[config.mk]
export PLATFORM = sky130hd
export DESIGN_NAME = debounced_gate_bank
export DESIGN_NICKNAME = d
export VERILOG_FILES = /design/src/rtl/debounced_gate_bank.sv
export SDC_FILE = /design/constraint.sdc
export NUM_CORES = 1
export LEC_CHECK = 0
export CAP_MARGIN = 20
export CORE_ASPECT_RATIO = 1.75
export CORE_MARGIN = 5
export CORE_UTILIZATION = 45
export DETAILED_ROUTE_END_ITERATION = 8
export PLACE_DENSITY = 0.65
export REMOVE_ABC_BUFFERS = 1
export SLEW_MARGIN = 25
export SYNTH_ARGS = -nofsm -noshare
export SYNTH_HDL_FRONTEND = slang
export SYNTH_HIERARCHICAL = 1
export SYNTH_SLANG_ARGS = --single-unit
[constraint.sdc]
create_clock -name clk_12mhz_i -period 4.13 [get_ports clk_12mhz_i]
set_input_delay 1.239 -clock clk_12mhz_i [delete_from_list [all_inputs] [get_ports clk_12mhz_i]]
set_output_delay 1.239 -clock clk_12mhz_i [all_outputs]
set_load 0.1 [all_outputs]
[src/rtl/debounced_gate_bank.sv]
// Debounced N-input logic gate with a button-selected gate function.
// Each raw input and the mode button gets a 2-flop synchroniser and a stable-count debouncer.

module debounced_gate_bank_lane #(
  parameter int DEBOUNCE_CYCLES_P = 120000,
  parameter int CNT_W             = 17
) (
  input  logic clk,
  input  logic rst_n,
  input  logic raw,
  output logic clean,
  output logic rise
);
  localparam logic [CNT_W-1:0] CNT_LAST = CNT_W'(DEBOUNCE_CYCLES_P - 1);

  logic [1:0]       sync_q;
  logic             sync;
  logic [CNT_W-1:0] cnt;
  logic             accept;

  assign sync   = sync_q[1];
  assign accept = (sync != clean) && (cnt == CNT_LAST);
  // Rise is exposed combinationally so a consumer can act on the same edge the clean bit flips.
  assign rise   = accept & sync;

  always_ff @(posedge clk or negedge rst_n) begin
    if (!rst_n) begin
      sync_q <= '0;
      clean  <= 1'b0;
      cnt    <= '0;
    end else begin
      sync_q <= {sync_q[0], raw};
      if (sync == clean) begin
        cnt <= '0;
      end else if (accept) begin
        clean <= sync;
        cnt   <= '0;
      end else begin
        cnt <= cnt + CNT_W'(1);
      end
    end
  end
endmodule

module debounced_gate_bank #(
  parameter int NUM_IN_P          = 2,
  parameter int DEBOUNCE_CYCLES_P = 120000
) (
  input  logic                clk_12mhz_i,
  input  logic                reset_n_async_unsafe_i,
  input  logic [NUM_IN_P-1:0] in_async_unsafe_i,
  input  logic                mode_btn_async_unsafe_i,
  output logic                result_o,
  output logic [2:0]          mode_o,
  output logic                change_o,
  output logic [NUM_IN_P-1:0] in_clean_o
);
  localparam int CNT_W = $clog2(DEBOUNCE_CYCLES_P + 1);

  localparam logic [2:0] MODE_AND  = 3'd0;
  localparam logic [2:0] MODE_OR   = 3'd1;
  localparam logic [2:0] MODE_NAND = 3'd2;
  localparam logic [2:0] MODE_NOR  = 3'd3;
  localparam logic [2:0] MODE_XOR  = 3'd4;
  localparam logic [2:0] MODE_XNOR = 3'd5;

  logic btn_rise;
  logic unused_btn_clean;
  logic gate_val;

  for (genvar i = 0; i < NUM_IN_P; i++) begin : g_in
    logic unused_rise;
    debounced_gate_bank_lane #(
      .DEBOUNCE_CYCLES_P(DEBOUNCE_CYCLES_P),
      .CNT_W            (CNT_W)
    ) u_lane (
      .clk  (clk_12mhz_i),
      .rst_n(reset_n_async_unsafe_i),
      .raw  (in_async_unsafe_i[i]),
      .clean(in_clean_o[i]),
      .rise (unused_rise)
    );
  end

  debounced_gate_bank_lane #(
    .DEBOUNCE_CYCLES_P(DEBOUNCE_CYCLES_P),
    .CNT_W            (CNT_W)
  ) u_btn (
    .clk  (clk_12mhz_i),
    .rst_n(reset_n_async_unsafe_i),
    .raw  (mode_btn_async_unsafe_i),
    .clean(unused_btn_clean),
    .rise (btn_rise)
  );

  always_ff @(posedge clk_12mhz_i or negedge reset_n_async_unsafe_i) begin
    if (!reset_n_async_unsafe_i) begin
      mode_o <= MODE_AND;
    end else if (btn_rise) begin
      mode_o <= (mode_o == MODE_XNOR) ? MODE_AND : mode_o + 3'd1;
    end
  end

  always_comb begin
    gate_val = 1'b0;
    case (mode_o)
      MODE_AND:  gate_val = &in_clean_o;
      MODE_OR:   gate_val = |in_clean_o;
      MODE_NAND: gate_val = ~&in_clean_o;
      MODE_NOR:  gate_val = ~|in_clean_o;
      MODE_XOR:  gate_val = ^in_clean_o;
      MODE_XNOR: gate_val = ~^in_clean_o;
      default:   gate_val = 1'b0;
    endcase
  end

  // change_o is registered alongside result_o so both move on the same edge.
  always_ff @(posedge clk_12mhz_i or negedge reset_n_async_unsafe_i) begin
    if (!reset_n_async_unsafe_i) begin
      result_o <= 1'b0;
      change_o <= 1'b0;
    end else begin
      result_o <= gate_val;
      change_o <= gate_val ^ result_o;
    end
  end
endmodule
==> results.sh <==
export IMPL_r2r_start="u_btn/cnt[0]"
export IMPL_gr_usage_met1_pct=17.54
export IMPL_area_growth_pct=14.17
export IMPL_die_area_um2=9022
export IMPL_antenna_left=0
export IMPL_grt_setup_unrepaired="false"
export IMPL_dr_pass1_iters=4
export IMPL_power_mw=1.355
export IMPL_route_detailed_drc=0
export IMPL_dp_hpwl_um=4032
export IMPL_cp_required_ns=2.89
export IMPL_pwr_share_comb_pct=3.0
export IMPL_syn_area_per_cell_um2=10.78
export IMPL_finalNetCount=331
export IMPL_hold_violations=0
export IMPL_fp_coreArea_um2=6907
export IMPL_fmax_mhz=312.1
export IMPL_drtIter0Drc=103
export IMPL_viasPerCell=5.584
export IMPL_fp_row_count=40
export IMPL_ctsHoldBuffers=0
export IMPL_p_sw_uw=293.0
export IMPL_antenna_found_initial=0
export IMPL_finalSetupViolations=0
export IMPL_finClkSkew_ns=0.002762
export IMPL_p_int_mw=1.062
export IMPL_arrival_ns=1.97
export IMPL_ctsResizeCount=0
export IMPL_num_vias=2284
export IMPL_cp_buffers_inverters=1
export IMPL_grt_max_degree=48
export IMPL_multi_input_area_um2=1548
export IMPL_p_leak_nw=1.539
export IMPL_power_frac_seq_pct=48.5
export IMPL_min_from="u_btn/sync_q[0]"
export IMPL_worstSetupPathType="flop to output port"
export IMPL_grt_pass1_vias=2358
export IMPL_clockPowerShare_pct=48.6
export IMPL_root_buffer="clkbuf_16"
export IMPL_portBuffers=11
export IMPL_status="finished clean"
export IMPL_crit_fanout=7
export IMPL_post_cts_buffers=0
export IMPL_hold_path_class="flop to flop"
export IMPL_die_w_um=73.98
export IMPL_antenna_cells=0
export IMPL_relSlewSlack_pct=34.71
export IMPL_grt_pass1_wl_um=10730
export IMPL_period_minus_slack_ns=3.204
export IMPL_peakVddDrop_uv=248.9
export IMPL_cts_sinks=65
export IMPL_crit_path_max_incr_delay_ns=1.18
export IMPL_synth_cells=299
export IMPL_start_kind="flop"
export IMPL_cts_tree="done"
export IMPL_switching_share_pct=21.62
export IMPL_timing_rr_end="mode_o[1]"
export IMPL_cpLargestDelayFamily="buffers and inverters"
export IMPL_reg2reg_depth=7
export IMPL_clk_path_buf_depth=2
export IMPL_rrSetupSlack_ns=1.89
export IMPL_worst_pin_slew_ns=0.9763
export IMPL_clock_latency_ns=0.32
export IMPL_cap_violations=0
export IMPL_holdPathStages=0
export IMPL_top_usage_layer="met2"
export IMPL_grt_overflow_total=0
export IMPL_p_per_area_nw_per_um2=368.2
export IMPL_wl_per_cell_um=14.29
export IMPL_cts_buffers=9
export IMPL_initial_utilization_pct=46.67
export IMPL_use_met2_pct=25.78
export IMPL_tns_ns=0
export IMPL_critPathSlowestCell="clkdlybuf4s50_1"
export IMPL_crit_path_cell_trace="clkdlybuf4s50_1"
export IMPL_cts_htree_levels=3
export IMPL_gp_congestion=0.7606
export IMPL_wirelength_um=5844
export IMPL_drive_above_1_share_pct=15.38
export IMPL_holdPathEnd="u_btn/sync_q[1]"
export IMPL_fillers=654
export IMPL_synth_area_um2=3223
export IMPL_clkTransAtPathRegs_ns=0.05
export IMPL_setup_worst_path_end_class="output port"
export IMPL_final_util_pct=53.28
export IMPL_met3_usage_pct=4.542
export IMPL_pin_count=12
export IMPL_regArea_um2=1627
export IMPL_die_height_um=122.0
export IMPL_ys_warn_count=6
export IMPL_period_share_pct=77.59
export IMPL_slew_violations=0
export IMPL_grt_usage_pct=15.35
flip-flops by register name (all words and copies together) (netlist names):
register            count
g_in.u_lane/cnt        34
u_btn/clean             1
g_in.u_lane/clean       2
mode_o                  3
change_o                1
u_btn/sync_q            2
g_in.u_lane/sync_q      4
result_o                1
u_btn/cnt              17
metal layers:
layer | wire length [µm] | share of wire [%] | vias up
li1 | - | - | 1111
met1 | 2414 | 41 | 1133
met2 | 3121 | 53 | 27
met3 | 177 | 3.0 | 13
met4 | 129 | 2.2 | 0
met5 | 0 | 0 | -
power groups by stage:
stage | logic [mW] | registers [mW] | clock network [mW]
4_1_cts | 0.0424 | 0.657 | 0.680
6_report | 0.0402 | 0.657 | 0.658
2_1_floorplan | 0.0190 | 0.666 | 0
5_1_grt | 0.0481 | 0.658 | 0.706
3_5_place_dp | 0.0420 | 0.667 | 0
3_3_place_gp | 0.0411 | 0.667 | 0
stage by stage:
stage | cells | cell area [µm²] | hold WS (ns) | setup WS (ns)
global placement | 393 | 3421 | 0.3327 | 1.260
global route | 409 | 3680 | 0.3671 | 0.8692
detailed placement | 393 | 3423 | 0.3347 | 1.256
finish | 409 | 3680 | 0.3460 | 0.9256
CTS | 409 | 3680 | 0.3464 | 0.8984
floorplan | 296 | 3201 | 0.3312 | 1.889
cell type report:
type                    instances  share of cell area [%]
repair buffers                 13                   3.196
inverters                       7                  0.7140
multi-input cells             224                   42.06
well taps                      84                   2.856
flip-flops and latches         65                   44.20
clock buffers                  12                   6.426
clock inverters                 4                  0.5440
how the worst max path moves through the flow:
stage / from / endpoint / slack (ns) / cells after the start
after floorplan: mode_o[0] / mode_o[0] / 1.89 / 0
final: mode_o[1] / mode_o[1] / 0.93 / 1
after global placement: mode_o[1] / mode_o[1] / 1.26 / 1
after CTS: mode_o[1] / mode_o[1] / 0.90 / 1
after global routing: mode_o[1] / mode_o[1] / 0.87 / 1
after detailed placement: mode_o[1] / mode_o[1] / 1.26 / 1
cell usage in the layout (no fill, tap or decap), types with 4 or more instances in the layout:
cell	instances
dfrtp_1	65
nor2_1	54
nand3_1	19
ha_1	6
nand2_1	11
nor3_1	4
clkdlybuf4s50_1	8
clkinv_2	4
nand4_1	18
and4_1	6
inv_1	7
clkbuf_16	9
xnor2_1	16
o21ai_0	4
xor2_1	29
and2_1	4
buf_4	5
Power figures use the tool's default switching activity.
==> RTL edit: new RTL, config.mk and constraints unchanged <==
`DEBOUNCE_CYCLES_P` is set to 120000 in 2 places; all go to 240000.
--- a/src/rtl/debounced_gate_bank.sv
+++ b/src/rtl/debounced_gate_bank.sv
@@ -2,7 +2,7 @@
 // Each raw input and the mode button gets a 2-flop synchroniser and a stable-count debouncer.
 
 module debounced_gate_bank_lane #(
-  parameter int DEBOUNCE_CYCLES_P = 120000,
+  parameter int DEBOUNCE_CYCLES_P = 240000,
   parameter int CNT_W             = 17
 ) (
   input  logic clk,
@@ -44,7 +44,7 @@
 
 module debounced_gate_bank #(
   parameter int NUM_IN_P          = 2,
-  parameter int DEBOUNCE_CYCLES_P = 120000
+  parameter int DEBOUNCE_CYCLES_P = 240000
 ) (
   input  logic                clk_12mhz_i,
   input  logic                reset_n_async_unsafe_i,
Check against the original RTL: same outputs for any inputs over 10 cycles, from zero or initial values and one cycle with reset_n_async_unsafe_i low; that may be too few to reach the edited logic, so the function may still have changed.
==> RTL edit against the unedited design <==
Design area up 4.9%; synthesized area is 3.4% higher; fmax is 0.58% lower; via count is 0.88% higher; sequential share of layout area decreased by 0.13 points; core utilization grew 0.10 points; wire length up 3.9%; total power grew 13%; setup slack lost 0.019 ns; combinational power up 3%; sequential cell count up 3; largest power group unchanged; highest routed layer unchanged.
==> RTL edit: results (changes against the unedited design) <==
[outcome]
outcome=finished, final reports clean  ; unchanged

[pwr]
p_leak_nw=1.629  ; was 1.539 nW
vdd_drop_max_v=0.0003258  ; was 0.0002489 V

[worst_setup_path]
reg2reg_slack_ns=1.90
worstRegToRegCells=8  ; was 7
endpoint=mode_o[2]  ; was mode_o[1]
rr_startpoint=u_btn/cnt[0]  ; unchanged
worstPathArrival_ns=1.98
reg2reg_to=mode_o[1]  ; unchanged
slowest_delay_ns=1.19
path_delay_family=buffers and inverters  ; unchanged
startpoint=mode_o[2]  ; was mode_o[1]
cp_max_fo=7  ; unchanged
slowest_stage=clkdlybuf4s50_1  ; unchanged

[clock_network]
cts_resized=0  ; unchanged
cts_max_level=3  ; unchanged
cts_sinks=68  ; was 65
clk_pin_slew_ns=0.06
clk_path_buf_depth=2  ; unchanged
cts_made_buffers=9  ; unchanged
post-cts-setup-buffers=0  ; unchanged
insertion_delay_ns=0.32  ; about the same
clockRootBuffer=clkbuf_16  ; unchanged

[routing]
dr.pass1.iters=4  ; unchanged
wl_um=6071  ; was 5844 um
drc=0  ; unchanged
vias_per_cell=5.396  ; was 5.584
drt_iter0_drc=131  ; was 103

[grt]
antenna_found_initial=0  ; unchanged
grt_pass1_vias=2339  ; was 2358
grt_max_degree=69  ; was 48
grt_pass1_wl_um=10790  ; was 10730 um
grtUsageTotal_pct=15.28  ; was 15.35%

[finish]
multiInputCombCellCount=231  ; was 224
inv_count=14  ; was 7
reg_top3=g_in.u_lane/cnt: 36 flops, u_btn/cnt: 18 flops, g_in.u_lane/sync_q: 4 flops  ; was g_in.u_lane/cnt: 34 flops, u_btn/cnt: 17 flops, g_in.u_lane/sync_q: 4 flops
multi_input_area_share_pct=40.38  ; was 42.06%
final-nonclk-buf-share_pct=3.176  ; was 3.196%
seqCellArea_sq_mm=0.001702  ; was 0.001627 sq mm
final-clk-cell-share_pct=8.231  ; was 6.970%
nNetsFinal=347  ; was 331
fillCellCount=630  ; was 654
n_antenna_cell=0  ; unchanged
drive_gt1_share_pct=10.56  ; was 15.38%
num-clock-buffers=11  ; was 12
signal_buffers=12  ; was 13

[place]
port_buffers=11  ; unchanged
post-dp-hpwl_um=4238  ; was 4032 um
gp_congestion=0.7746  ; was 0.7606

[sta]
max_slew.worst_pin.slew_ns=0.9847  ; was 0.9763 ns
fin_skew_ns=0.004743  ; was 0.002762 ns

[yosys]
ys_warn_count=6  ; unchanged

[min_path]
worstHoldStart=g_in[0].u_lane/sync_q[0]  ; was u_btn/sync_q[0]
hold_path_end=g_in[0].u_lane/sync_q[1]  ; was u_btn/sync_q[1]
min_path_type=flip-flop to flip-flop  ; unchanged
min_path_cells=0  ; unchanged

==> RTL edit: layer usage <==
metal / track usage, % / vias to the layer above / part of all wire, %
met5: 0 / - / 0
met4: 7.795 / 0 / 2.9
met3: 3.716 / 11 / 2.0
met2: 25.98 / 16 / 55
met1: 17.31 / 1130 / 40
li1: - / 1147 / -
==> RTL edit: through the flow <==
step	instances	hold WS [ns]	instance area, sq um	power [mW]	worst slack [ns]
after floorplan	313	0.3312	3313	0.7143	1.889
after global placement	411	0.3316	3543	0.7396	1.254
after detailed placement	411	0.3363	3543	0.7410	1.239
after CTS	427	0.3414	3861	1.552	0.8840
after global routing	427	0.3525	3861	1.587	0.8345
final	427	0.3389	3861	1.535	0.9068
==> RTL edit: where the power goes <==
part,total (mW),switching [mW],internal (mW)
Sequential,0.686,0.00885,0.677
Combinational,0.0415,0.0278,0.0138
Clock,0.808,0.266,0.541
